[src/rtl/inv_sub_bytes_seq.sv]
// inv_sub_bytes_seq: iterative AES InvSubBytes engine, LANES inverse S-boxes applied per RUN cycle.
// Optional feature macro INV_SUB_BYTES_SELFCHECK_EN: forward S-box re-check per lane with sticky err.
module inv_sub_bytes_seq #(
    parameter int unsigned LANES = 4
) (
    input  logic         clk,
    input  logic         rst,
    input  logic         in_valid,
    output logic         in_ready,
    input  logic [127:0] state_in,
    output logic         out_valid,
    input  logic         out_ready,
    output logic [127:0] state_out,
    output logic         busy,
    output logic         err
);

    generate
        if (!(LANES == 1 || LANES == 2 || LANES == 4 || LANES == 8 || LANES == 16)) begin : g_bad_lanes
            $error("inv_sub_bytes_seq: LANES must be 1, 2, 4, 8 or 16");
        end
    endgenerate

    localparam logic [3:0] LAST_IDX = 4'(16 - LANES);
    localparam logic [3:0] IDX_STEP = 4'(LANES);

    typedef enum logic [1:0] {
        S_IDLE,
        S_RUN,
        S_DONE
    } state_t;

    function automatic logic [7:0] gf_mul(input logic [7:0] a, input logic [7:0] b);
        logic [7:0] p;
        logic [7:0] x;
        p = '0;
        x = a;
        for (int unsigned i = 0; i < 8; i++) begin
            if (b[3'(i)]) p = p ^ x;
            x = {x[6:0], 1'b0} ^ (x[7] ? 8'h1B : 8'h00);
        end
        return p;
    endfunction

    // a^254 as the product of a^(2^k) for k = 1..7; zero stays zero.
    function automatic logic [7:0] gf_inv(input logic [7:0] a);
        logic [7:0] p;
        logic [7:0] r;
        p = a;
        r = 8'h01;
        for (int unsigned k = 1; k < 8; k++) begin
            p = gf_mul(p, p);
            r = gf_mul(r, p);
        end
        return r;
    endfunction

    function automatic logic [7:0] inv_sbox(input logic [7:0] b);
        logic [7:0] c;
        logic [7:0] a;
        c = 8'h05;
        for (int unsigned i = 0; i < 8; i++) begin
            a[3'(i)] = b[3'(i + 2)] ^ b[3'(i + 5)] ^ b[3'(i + 7)] ^ c[3'(i)];
        end
        return gf_inv(a);
    endfunction

`ifdef INV_SUB_BYTES_SELFCHECK_EN
    function automatic logic [7:0] fwd_sbox(input logic [7:0] b);
        logic [7:0] c;
        logic [7:0] x;
        logic [7:0] s;
        c = 8'h63;
        x = gf_inv(b);
        for (int unsigned i = 0; i < 8; i++) begin
            s[3'(i)] = x[3'(i)] ^ x[3'(i + 4)] ^ x[3'(i + 5)] ^ x[3'(i + 6)] ^ x[3'(i + 7)] ^ c[3'(i)];
        end
        return s;
    endfunction
`endif

    state_t        r_state;
    state_t        w_next_state;
    logic [127:0]  r_work;
    logic [127:0]  r_out;
    logic [3:0]    r_idx;
    logic          w_last;
    logic [127:0]  w_work_next;
    logic [7:0]    w_bytes    [16];
    logic [7:0]    w_bytes_nx [16];
    logic [7:0]    w_lane_in  [LANES];
    logic [7:0]    w_lane_out [LANES];

    for (genvar k = 0; k < 16; k++) begin : g_pack
        assign w_bytes[k]                  = r_work[127-8*k -: 8];
        assign w_work_next[127-8*k -: 8]   = w_bytes_nx[k];
    end

    for (genvar l = 0; l < LANES; l++) begin : g_lane
        assign w_lane_in[l]  = w_bytes[r_idx + 4'(l)];
        assign w_lane_out[l] = inv_sbox(w_lane_in[l]);
    end

    always_comb begin
        w_bytes_nx = w_bytes;
        for (int unsigned l = 0; l < LANES; l++) begin
            w_bytes_nx[r_idx + 4'(l)] = w_lane_out[l];
        end
    end

    assign w_last = (r_idx == LAST_IDX);

    always_ff @(posedge clk) begin
        if (rst) r_state <= S_IDLE;
        else     r_state <= w_next_state;
    end

    always_comb begin
        w_next_state = r_state;
        case (r_state)
            S_IDLE:  if (in_valid)  w_next_state = S_RUN;
            S_RUN:   if (w_last)    w_next_state = S_DONE;
            S_DONE:  if (out_ready) w_next_state = S_IDLE;
            default:                w_next_state = S_IDLE;
        endcase
    end

    always_comb begin
        in_ready  = 1'b0;
        out_valid = 1'b0;
        busy      = 1'b0;
        case (r_state)
            S_IDLE:  in_ready = !rst;
            S_RUN:   busy = 1'b1;
            S_DONE: begin
                busy      = 1'b1;
                out_valid = 1'b1;
            end
            default: ;
        endcase
    end

    // state_out is a separate register so it holds the previous result while the next block runs.
    always_ff @(posedge clk) begin
        if (rst) begin
            r_work <= '0;
            r_out  <= '0;
            r_idx  <= '0;
        end else begin
            case (r_state)
                S_IDLE: if (in_valid) begin
                    r_work <= state_in;
                    r_idx  <= '0;
                end
                S_RUN: begin
                    r_work <= w_work_next;
                    if (w_last) r_out <= w_work_next;
                    else        r_idx <= r_idx + IDX_STEP;
                end
                default: ;
            endcase
        end
    end

    assign state_out = r_out;

`ifdef INV_SUB_BYTES_SELFCHECK_EN
    logic [LANES-1:0] w_chk_bad;
    logic             r_err;

    for (genvar l = 0; l < LANES; l++) begin : g_chk
        assign w_chk_bad[l] = (fwd_sbox(w_lane_out[l]) != w_lane_in[l]);
    end

    always_ff @(posedge clk) begin
        if (rst)                                   r_err <= 1'b0;
        else if (r_state == S_RUN && |w_chk_bad)   r_err <= 1'b1;
    end

    assign err = r_err;
`else
    assign err = 1'b0;
`endif

endmodule

[config.mk]
export PLATFORM = sky130hd
export DESIGN_NAME = inv_sub_bytes_seq
export DESIGN_NICKNAME = d
export VERILOG_FILES = /design/src/rtl/inv_sub_bytes_seq.sv
export SDC_FILE = /design/constraint.sdc
export NUM_CORES = 2
export LEC_CHECK = 0
export BUFFER_PORTS_ARGS = -buffer_cell sky130_fd_sc_hd__buf_2
export CELL_PAD_IN_SITES_DETAIL_PLACEMENT = 1
export CELL_PAD_IN_SITES_GLOBAL_PLACEMENT = 1
export CORE_MARGIN = 10
export CORE_UTILIZATION = 40
export DETAILED_ROUTE_END_ITERATION = 7
export PLACE_DENSITY_LB_ADDON = 0.1
export SYNTH_ARGS = -nofsm -noshare
export SYNTH_HDL_FRONTEND = slang
export SYNTH_SLANG_ARGS = --single-unit
[constraint.sdc]
create_clock -name clk -period 36.2 [get_ports clk]
set_input_delay 7.24 -clock clk [delete_from_list [all_inputs] [get_ports clk]]
set_output_delay 7.24 -clock clk [all_outputs]
set_load 0.03 [all_outputs]
======== Word level (Yosys, flattened, before mapping) ========
Cells that the tools add are included.
cells by class
  muxes and demuxes ....................... 848
  $add $sub $neg .......................... 4
  bitwise logic cells ..................... 832
  $mul .................................... 0
  shifts and indexed selects .............. 0
  $lt $le $gt $ge ......................... 8
  reductions and logical operators ........ 12
  eq/ne operators ......................... 7
  divide/modulo/power cells ............... 0
operators with widths
  operator             count
  $mux 8               432
  $xor 8x5->8          364
  $xor 8x8->8          364
  $mux 5               368
  $bwmux 128           4
  $pmux 128 s2         1
  $bmux 8 s4           4
  $demux 8 s4          4
  $mux 128             1
  $xor 1x1->1          64
  $mux 7               4
  $not 1->1 const A    28
  $mux 4               6
  $mux 6               4
  $ge 5x5->1 const B   4
  $lt 5x1->1 const B   4
  $not 4->5            4
  $mux 2               7
  $mux 3               4
  $add 4x2->4 const B  2
  $ne 2x2->1 const B   4
  $not 1->1            8
  $pmux 4 s2           1
  $mux 1               7
  other kinds (13)     18
storage, ports and cells
  input port bits ......................... 132
  register bits ........................... 262
  memories ................................ 0
  bits in latches ......................... 0
  bits in read-only memories .............. 0
  word-level logic and storage cells ...... 1715
  RAM bits ................................ 0

======== Longest topological paths before layout ========
  depth after elaboration ................. 138
  mapped depth ............................ 73
  mapped depth without buffers ............ 58

======== Worst setup path before layout ========
OpenSTA, ideal clock, no wires.
  kind .................................... reg-to-reg
  start point ............................. reg r_idx[2]
  end point ............................... reg r_out[24] (netlist: state_out[24])
  library setup time ...................... 0.065 ns
  data required time ...................... 36.135 ns
  cell stages (with the launch flop) ...... 68
  slack ................................... 20.221 ns
  data arrival time ....................... 15.915 ns
  period minus slack after synthesis ...... 15.979 ns
  cell sequence ........................... dfxtp_1 buf_6 buf_12 mux4_2 buf_4 xnor3_2 inv_1 ha_1 buf_6 xnor2_1 mux2i_1 xor3_1 inv_2 buf_6 ha_1 clkbuf_1 nand2_1 xor2_1 (+32 left out) nand2_1 nor2_1 xor3_2 xnor2_4 xor2_2 mux2i_1 a32o_1 xnor3_1 xnor3_2 xor2_2 nor2_2 xnor3_1 xnor2_1 xnor2_1 xnor2_1 xor3_2 o21a_1 nor2_1
between the ends
  cells in the longest elaborated chain, start to end .. 134
ends and longest elaborated chain
  element                                                        RTL line  RTL
  from (decl)                                                    86        logic [3:0] r_idx;
  from (signal assigned)                                         158       else r_idx <= r_idx + IDX_STEP;
  $add 4x1->4 or $not 4->5 (tied branches)                       100, 107
  $not 4->5 (implied by the code) or $bmux 8 s4 (tied branches)  100, 107
  $bmux 8 s4 or $mux 8 (tied branches)                           100       assign w_lane_in[l] = w_bytes[r_idx + 4'(l)];
  $mux 8 (implied by the code)                                   100
  $mux 8 (implied by the code) or $xor 1x1->1 (tied branches)    100, 63
  $xor 1x1->1                                                    63        a[3'(i)] = b[3'(i + 2)] ^ b[3'(i + 5)] ^ b[3'(i + 7)] ^ c[3'(i)];
  $xor 1x1->1 (tied with other cells)                            63
  $mux 5 (tied with other cells)                                 40        x = {x[6:0], 1'b0} ^ (x[7] ? 8'h1B : 8'h00);
  (+116 left out)                                                n/a
  $mux 8 or $xor 8x8->8 (tied branches)                          39        if (b[3'(i)]) p = p ^ x;
  $xor 8x8->8 or $mux 8 (tied branches)                          39
  $mux 8 or $xor 8x8->8 (tied branches)                          39
  $xor 8x8->8 or $mux 8 (tied branches)                          39
  $mux 8 or $xor 8x8->8 (tied branches)                          39
  $xor 8x8->8 or $mux 8 (tied branches)                          39
  $mux 8 or $bwmux 128 (tied branches)                           39, 107
  $bwmux 128 (3 in a row)                                        107       w_bytes_nx[r_idx + 4'(l)] = w_lane_out[l];
  to (signal assigned)                                           157       if (w_last) r_out <= w_work_next;
  to (decl)                                                      85        logic [127:0] r_out;
Several ways; a longest one is shown, not always the timed one. The select of a mux whose other input is x is not followed.
A chain may end at the register's enable or synchronous reset.

======== Worst setup path in the final report ========
  start point ............................. reg r_idx[3]
  end point ............................... reg r_work[99]
between the ends
  cells in the longest elaborated chain, start to end .. 135
ends and longest elaborated chain
  element                                                        RTL line  RTL
  $add 4x1->4 or $not 4->5 (tied branches)                       100, 107
  $not 4->5 (implied by the code) or $bmux 8 s4 (tied branches)  100, 107
  $bmux 8 s4 or $mux 8 (tied branches)                           100
  $mux 8 (implied by the code)                                   100
  $mux 8 (implied by the code) or $xor 1x1->1 (tied branches)    100, 63
  $xor 1x1->1                                                    63
  $xor 1x1->1 (tied with other cells)                            63
  $mux 5 (tied with other cells)                                 40
  (+118 left out)                                                n/a
  $mux 8 or $xor 8x8->8 (tied branches)                          39
  $xor 8x8->8 or $mux 8 (tied branches)                          39
  $mux 8 or $xor 8x8->8 (tied branches)                          39
  $xor 8x8->8 or $mux 8 (tied branches)                          39
  $mux 8 or $bwmux 128 (tied branches)                           39, 107
  $bwmux 128 (2 in a row)                                        107
  $bwmux 128 *                                                   107
  $pmux 128 s2 *                                                 150       case (r_state)
  to (signal assigned)                                           152       r_work <= state_in;
  to (signal assigned)                                           156       r_work <= w_work_next;
  to (decl)                                                      84        logic [127:0] r_work;
Every way passes the cells marked *; elsewhere a longest branch is shown, timed or not. The select of a mux whose other input is x is not followed.

==> key figures <==
Route
  – DR DRC count: 0
  – Antenna-violating nets left: 0
  – Avg Vias per Cell: 5.89
  – Initial DRC count: 4464
  – Avg WL per Cell: 23.6 microns
  – Drt total wl: 262 mm
  – TritonRoute pass-1 iters: 6
  – Routed via count: 65.5k

Synthesis
  – Most common cell in the netlist: xnor2_1
  – Cell variety after synth: 137
  – Yosys warnings: 0
  – Async SR Flop Fraction: 0%
  – Seq cells post-synth: 260
  – Top-area cell type share of the netlist area: 19.4%
  – Avg Synthesized Cell Area: 7.70 sq um
  – Post-synthesis sequential area ratio: 7.59%
  – Number of enable flip-flop cells after synthesis: 0
  – Post-Syn Area: 0.0686 sq mm
  – Gate Count Post-Synth: 8902
  – Main synth FF type: dfxtp_1
  – Largest cells by area after synthesis: xnor2_1 (19%), xnor3_1 (9.7%), dfxtp_1 (7.6%)
  – Syn_nets: 9070
  – Cell taking the most area after synthesis: xnor2_1
  – Synth cell count leaders: xnor2_1 (1517), nor2_1 (1263), nand2_1 (902)

Floorplanning
  – Io pins: 264
  – Die Ht: 434 microns
  – Row Count: 151
  – Die Span X: 434 microns
  – Die ar.: 0.188 sq mm
  – Starting Density: 40.4%
  – Core region area: 0.170 sq mm

Timing
  – Tmin final: 20.81 ns
  – Setup TNS: 0 ns
  – Fmax: 0.0481 GHz
  – RSZ-0062 raised after global routing: no
  – Worst slew margin: 15.8%
  – # setup viols final: 0
  – Final hold violations: 0
  – Least-Margin Pin Slew: 1.25 ns
  – Number of pins with negative max-slew slack in the final report: 0
  – Clock Skew: 0.0287 ns
  – Tcrit/Tclk final: 57.5%

Placed design
  – Routability cong.: 0.900
  – IO Port Bufs: 262
  – Dpl hpwl: 197 mm

Global route
  – First-pass GRT wire length: 404 mm
  – Initial antenna violation count: 31
  – Vias in the first global route: 65.6k
  – Largest net degree at the start of global routing: 83
  – All-Layer GR Usage: 26.5%
  – Overflow left after global routing: 0

Critical path
  – Critical Path RT: 36.71 ns
  – Most used cell, CP: xnor2_1
  – CP max FO: 29
  – Worst EP arrival: 21.32 ns
  – CP peak stage delay: 0.96 ns
  – Worst setup EP type: flip-flop
  – Slowest CP cell: xnor2_1
  – Setup crit start kind: flip-flop
  – Setup CP Type: reg2reg

Cells and area
  – Net count reported at finish: 9030
  – Layout cells sized above 1: 12.1%
  – Synth-to-Final Area Change: 6.23%

CTS
  – Post_cts resized: 0
  – Skew-Pair Late Insertion Delay: 0.61 ns
  – Clk Tree Root Cell: clkbuf_16
  – CTS sink count: 260
  – Post-CTS Repair Setup Buffers: 0
  – TritonCTS clock tree: built
  – Hold_buf cts: 0
  – # H-tree levels: 1
  – Max Root-Sink Buffers: 3
  – Clock-pin transition on the worst setup and hold timing paths: 0.07 ns
  – Cts bufs inserted: 26

Job
  – Max Cap Violations: 0

Run status
  – Status: finished, final reports clean

Hold path
  – Worst min-delay path category: reg2reg
-- final timing paths --
path	startpoint	end	cells after the start	slack, ns
hold / removal	state_out[91]	state_out[91]	2	0.45
hold reg to reg	state_out[91]	state_out[91]	2	0.45
setup reg to reg	r_idx[3]	r_work[99]	52	15.39
setup / recovery	r_idx[3]	r_work[99]	52	15.39
-- cells by family (layout without fill, tap and decap cells) --
logic type | count (synthesis) | in the layout | synth area share (%)
and+or+nand+nor | 3060 | 3060 | 19.5
xor gates and xnor gates | 2466 | 2466 | 41.8
AOI/OAI and AO/OA | 1951 | 1951 | 18.3
buffers and inverters | 741 | 720 | 5.74
muxes | 374 | 374 | 6.24
DFF | 260 | 260 | 7.59
adders and majority gates | 49 | 49 | 0.849
other | 1 | 22 | 0.00547
-- registers in the layout, summed over array words and instances, names as in the netlist --
register and count:
r_work 128, state_out 128, r_idx 2, r_state 2
-- area by class of cell --
type                            instances  area, sq um
Timing Repair Buffer                  532         3340
Tap cell                             2218         2780
Multi-Input combinational cell       7901        60000
Fill cell                           20900        97000
Sequential cell                       260         5210
Antenna cell                           21         52.6
Clock inverter                         14          230
Inverter                              141          529
Clock buffer                           33          728
-- layer usage --
metal | track usage [%] | up-vias | part of all wire (%)
li1 | - | 30900 | -
met1 | 35.4 | 32800 | 44
met2 | 45.1 | 1463 | 48
met3 | 1.04 | 368 | 3.4
met4 | 10.8 | 6 | 4.2
met5 | 0 | - | 0.018
-- layout by cell type, fill, tap and decap left out, drive strengths merged, types with 36 or more instances in the layout --
| cell type | count |
|---|---|
| xor3 | 50 |
| mux4 | 36 |
| nand2b | 54 |
| o22ai | 199 |
| xor2 | 442 |
| nand2 | 906 |
| and3 | 63 |
| nand3 | 191 |
| a211oi | 141 |
| nor2 | 1278 |
| xnor3 | 349 |
| a31oi | 61 |
| mux2i | 294 |
| a22oi | 42 |
| and2 | 59 |
| nor2b | 69 |
| o211ai | 95 |
| o21ai | 485 |
| or3 | 41 |
| buf | 532 |
| a311oi | 41 |
| ha | 36 |
| a21oi | 497 |
| mux2 | 44 |
| dfxtp | 260 |
| inv | 123 |
| nor3 | 251 |
| xnor2 | 1625 |
-- worst max-delay path: cells and delay by family, from the launching register on --
family | cells | cell delay, ns
compound gates | 4 | 1.21
xor+xnor | 24 | 10.86
fa+ha+maj | 4 | 2.13
buf+inv | 6 | 2.39
flops | 1 | 0.50
mux | 4 | 1.23
simple gates | 10 | 2.27
-- through the flow --
stage	cells	hold slack [ns]	cell area [sq um]	setup slack (ns)	utilization, %
detailed placement	11100	0.439	71800	15.52	42.3
global placement	11100	0.427	71800	15.89	42.3
CTS	11100	0.450	72800	15.37	42.9
global route	11100	0.472	72800	13.62	42.9
floorplan	8902	0.439	68600	20.22	-
finish	11100	0.448	72800	15.39	42.9
Power is not shown: default switching activity piles up to over one toggle a cycle in this logic, so the estimate is an artifact.
